File: config.mk
export PLATFORM = sky130hd
export DESIGN_NAME = ef_pwm_deadtime
export DESIGN_NICKNAME = d
export VERILOG_FILES = /design/src/rtl/ef_pwm_deadtime.sv
export SDC_FILE = /design/constraint.sdc
export NUM_CORES = 1
export LEC_CHECK = 0
export CAP_MARGIN = 20
export CORE_ASPECT_RATIO = 0.8
export CORE_MARGIN = 10
export CORE_UTILIZATION = 54
export CTS_CLUSTER_DIAMETER = 100
export DETAILED_ROUTE_END_ITERATION = 10
export PLACE_DENSITY_LB_ADDON = 0.15
export SETUP_SLACK_MARGIN = 0.5
export SLEW_MARGIN = 10
export SYNTH_ARGS = -nofsm -noshare
export SYNTH_HDL_FRONTEND = slang
export SYNTH_SLANG_ARGS = --single-unit
export TNS_END_PERCENT = 10
File: constraint.sdc
create_clock -name clk -period 3.85 [get_ports clk]
set_input_delay 0.77 -clock clk [delete_from_list [all_inputs] [get_ports clk]]
set_output_delay 0.77 -clock clk [all_outputs]
set_load 0.03 [all_outputs]
File: src/rtl/ef_pwm_deadtime.sv
// Dead-time insertion stage: turns one PWM waveform into a complementary
// high-side/low-side gate-drive pair with a programmable both-off gap and sticky fault.
module ef_pwm_deadtime #(
    parameter int DT_W = 8
) (
    input  logic            clk,
    input  logic            rst_n,
    input  logic            en,
    input  logic            pwm_in,
    input  logic [DT_W-1:0] dt_rise,
    input  logic [DT_W-1:0] dt_fall,
    input  logic            fault,
    input  logic            fault_clr,
    output logic            hs,
    output logic            ls,
    output logic            dt_active,
    output logic            fault_o
);

    typedef enum logic [2:0] {
        OFF   = 3'd0,
        LS_ON = 3'd1,
        DT_R  = 3'd2,
        HS_ON = 3'd3,
        DT_F  = 3'd4
    } state_e;

    state_e          state_q, state_d;
    logic [DT_W-1:0] cnt_q, cnt_d;
    logic            pwm_q;
    logic            fault_q, fault_d;
    logic            hs_q, hs_d;
    logic            ls_q, ls_d;
    logic            dt_active_q, dt_active_d;

    // NOTE: every signal gets a default before the case so no path leaves it unassigned (no latches).
    always_comb begin
        state_d = state_q;
        cnt_d   = cnt_q;
        fault_d = fault | (fault_q & ~fault_clr);

        if (fault || fault_q) begin
            state_d = OFF;
            cnt_d   = '0;
        end else if (!en) begin
            state_d = OFF;
            cnt_d   = '0;
        end else begin
            unique case (state_q)
                OFF, LS_ON: begin
                    if (pwm_q) begin
                        if (dt_rise == '0) begin
                            state_d = HS_ON;
                        end else begin
                            state_d = DT_R;
                            cnt_d   = dt_rise;
                        end
                    end else begin
                        state_d = LS_ON;
                    end
                end
                DT_R: begin
                    // A pulse shorter than the dead time aborts back to low side.
                    if (!pwm_q)                     state_d = LS_ON;
                    else if (cnt_q <= DT_W'(1))     state_d = HS_ON;
                    else                            cnt_d   = cnt_q - DT_W'(1);
                end
                HS_ON: begin
                    if (!pwm_q) begin
                        if (dt_fall == '0) begin
                            state_d = LS_ON;
                        end else begin
                            state_d = DT_F;
                            cnt_d   = dt_fall;
                        end
                    end
                end
                DT_F: begin
                    if (pwm_q)                      state_d = HS_ON;
                    else if (cnt_q <= DT_W'(1))     state_d = LS_ON;
                    else                            cnt_d   = cnt_q - DT_W'(1);
                end
                default: begin
                    state_d = OFF;
                    cnt_d   = '0;
                end
            endcase
        end

        // Outputs decode the next state so they are registered alongside it.
        hs_d        = (state_d == HS_ON);
        ls_d        = (state_d == LS_ON);
        dt_active_d = (state_d == DT_R) || (state_d == DT_F);
    end

    // NOTE: sequential state uses non-blocking assignments so all flops update together.
    always_ff @(posedge clk or negedge rst_n) begin
        if (!rst_n) begin
            state_q     <= OFF;
            cnt_q       <= '0;
            pwm_q       <= 1'b0;
            fault_q     <= 1'b0;
            hs_q        <= 1'b0;
            ls_q        <= 1'b0;
            dt_active_q <= 1'b0;
        end else begin
            state_q     <= state_d;
            cnt_q       <= cnt_d;
            pwm_q       <= pwm_in;
            fault_q     <= fault_d;
            hs_q        <= hs_d;
            ls_q        <= ls_d;
            dt_active_q <= dt_active_d;
        end
    end

    assign hs        = hs_q;
    assign ls        = ls_q;
    assign dt_active = dt_active_q;
    assign fault_o   = fault_q;

endmodule
==> impl_metrics.json <==
{
  "finalSetupTns_ns": 0,
  "num_rows": 15,
  "netlist_instances": 143,
  "place_ws_ns": 0.972,
  "cp.arrival_ns": 2.79,
  "max_slew_margin_pct": 50.8,
  "drive_gt1_share_pct": 7.93,
  "cts_tree": "yes",
  "cts.repair.resized": 0,
  "ant_nets": 0,
  "fmax_mhz": 387,
  "vdd_drop_max_mv": 0.248,
  "design_area_um2": 1480,
  "grt_usage_pct": 16.1,
  "synth.cell_area_um2": 1190,
  "die_area_um2": 4500,
  "antenna_found_initial": 0,
  "critPathKind": "in -> reg",
  "post-route-drc-count": 0,
  "vias": 1210,
  "cts-root-buf": "clkbuf_4",
  "port_buffers": 25,
  "cts.clk_slew.worst_paths_ns": 0.09,
  "place_congestion": 0.867,
  "die_h_um": 62.1,
  "grt_pass1_vias": 1116,
  "die_x_um": 72.6,
  "grt_pass1_wl_mm": 5.64,
  "synth_seq_cells": 16,
  "numCtsBuffers": 3,
  "vias_per_cell": 6.40,
  "startpoint_type": "input pin",
  "power.density_nw_per_um2": 242,
  "fin_crit_sh_pct": 67.1,
  "area_growth_pct": 23.6,
  "hold_viol": 0,
  "yosysWarningCount": 0,
  "postRouteWirelength_mm": 3.43,
  "synth_nets": 167,
  "cts.path.max_buffers": 2,
  "required_ns": 4.06,
  "period_needed_ns": 2.58,
  "crit_path_end_kind": "flip-flop",
  "firstDrtPassIters": 4,
  "grt_max_degree": 26,
  "io_pins": 26,
  "drv_cap": 0,
  "rsz0062_at_grt": "false",
  "clk_latency_ns": 0.29,
  "crit_path_max_fanout": 7,
  "hp-class": "reg -> reg",
  "routedWlPerCell_um": 18.1,
  "finalMaxSlewViolations": 0,
  "fin_worst_skew_ns": 0.00454,
  "synthArstFlopShare_pct": 100,
  "diodes": 0,
  "finalNetCount": 189,
  "yosysSeqAreaShare_pct": 33.5,
  "fill_cells": 167,
  "first_iter_violations": 164,
  "hpwl_mm": 2.69,
  "setup_ws_ns": 1.27,
  "setup_viol": 0,
  "worst_hold_slack_ns": 0.511,
  "worst_slew_pin_slew_ns": 0.737,
  "h-tree-depth": 1,
  "synth-edff-count": 0,
  "core_area_um2": 2140,
  "postPlaceCellArea_um2": 1440,
  "cts_setup_buffers": 0,
  "synth_ff_type": "dfrtp_1",
  "syn_avg_cell_area_um2": 8.35,
  "overflow": 0,
  "start_util_pct": 55.8,
  "p_leak_uw": 0.000616,
  "cts_hold_buf": 0,
  "cts.sinks": 16,
  "outcome": "completed",
  "yosysUniqueCellTypes": 50
}
==> final cells by class <==
type	count	area [um^2]	area share, %
Clock buffer	4	36.3	2.46
Timing Repair Buffer	25	250	17.0
Sequential cell	16	400	27.1
Inverter	8	30.0	2.04
Tap cell	25	31.3	2.12
Multi-Input combinational cell	111	727	49.3
==> final timing paths <==
check                      startpoint        to  slack, ns  depth (start not counted)
setup / recovery                fault  cnt_q[5]       1.27                          5
hold / removal                fault_o   fault_o       0.51                          1
setup reg to reg           state_q[2]  cnt_q[6]       1.49                          6
hold reg to reg               fault_o   fault_o       0.51                          1
max in group asynchronous       rst_n        hs       2.50                          1
min in group asynchronous       rst_n  cnt_q[1]       0.90                          1
==> state kept, by name, summed over array words and instances (netlist names) <==
signal and flops:
ls 1, cnt_q 8, fault_o 1, state_q 3
pwm_q 1, hs 1, dt_active 1
==> cell usage in the layout, fill, tap and decap left out, types with 2 or more instances in the layout <==
cell / n
nor3b_1: 2
clkdlybuf4s50_1: 25
or4_1: 3
o22ai_1: 2
or3b_1: 2
o21ai_0: 8
a31oi_1: 5
a21oi_1: 3
nand2b_1: 3
a211oi_1: 2
o311ai_0: 2
mux2i_1: 3
nor4_1: 4
nand3_1: 4
ha_1: 2
nor3_1: 7
nand2_1: 8
a21boi_0: 3
or2_2: 4
nor2b_1: 2
clkbuf_4: 3
o211ai_1: 8
inv_1: 7
dfrtp_1: 16
nor2_1: 11
==> through the flow <==
stage | power, uW | util (%) | instances
2_1_floorplan | 213 | - | 143
3_3_place_gp | 248 | 67.3 | 185
3_5_place_dp | 250 | 67.3 | 185
4_1_cts | 360 | 68.9 | 189
5_1_grt | 378 | 68.9 | 189
6_report | 357 | 68.9 | 189
==> report_power, final <==
part | leakage, uW | internal, uW | switching (uW)
sequential | 0.000217 | 171 | 6.03
clock | 0.0000210 | 57.7 | 52.3
combinational | 0.000379 | 36.9 | 32.8
==> synthesized netlist by cell type, drive strengths merged, types with 3 or more instances <==
master | instances | area [um^2]
a21oi | 3 | 15.0
nor2 | 11 | 41.3
nor3 | 7 | 35.0
buf | 6 | 28.8
o211ai | 9 | 72.6
mux2i | 3 | 30.0
or2 | 4 | 25.0
nand2b | 3 | 18.8
a31oi | 5 | 31.3
nor4 | 4 | 25.0
dfrtp | 16 | 400
a21boi | 3 | 22.5
o21ai | 10 | 53.8
nand3 | 4 | 20.0
inv | 8 | 30.0
nand2 | 8 | 30.0
or4 | 3 | 22.5
==> cell families after synthesis <==
family | Yosys count | share of synthesized area [%]
AND/OR/NAND/NOR | 55 | 25.4
AO/OA/AOI/OAI | 49 | 29.5
XOR/XNOR | 2 | 1.47
buffers and inverters | 16 | 5.56
flip-flops | 16 | 33.5
adder cells (fa/ha/maj) | 2 | 2.10
multiplexers | 3 | 2.52
==> layer usage <==
metal  vias to the layer above  wire, um  GRT usage [%]
li1                        592         -              -
met1                       578      1480           20.7
met2                        34      1700           25.9
met3                         6       203           4.13
met4                         0        38           4.86
met5                         -         0              0
==> worst max-delay path, cell delays in order <==
cell	delay [ns]
clkdlybuf4s50_1	0.43
nor3b_1	0.62
nand2_1	0.27
or4_1	0.59
o211ai_1	0.10
(Power assumes the default switching activity.)
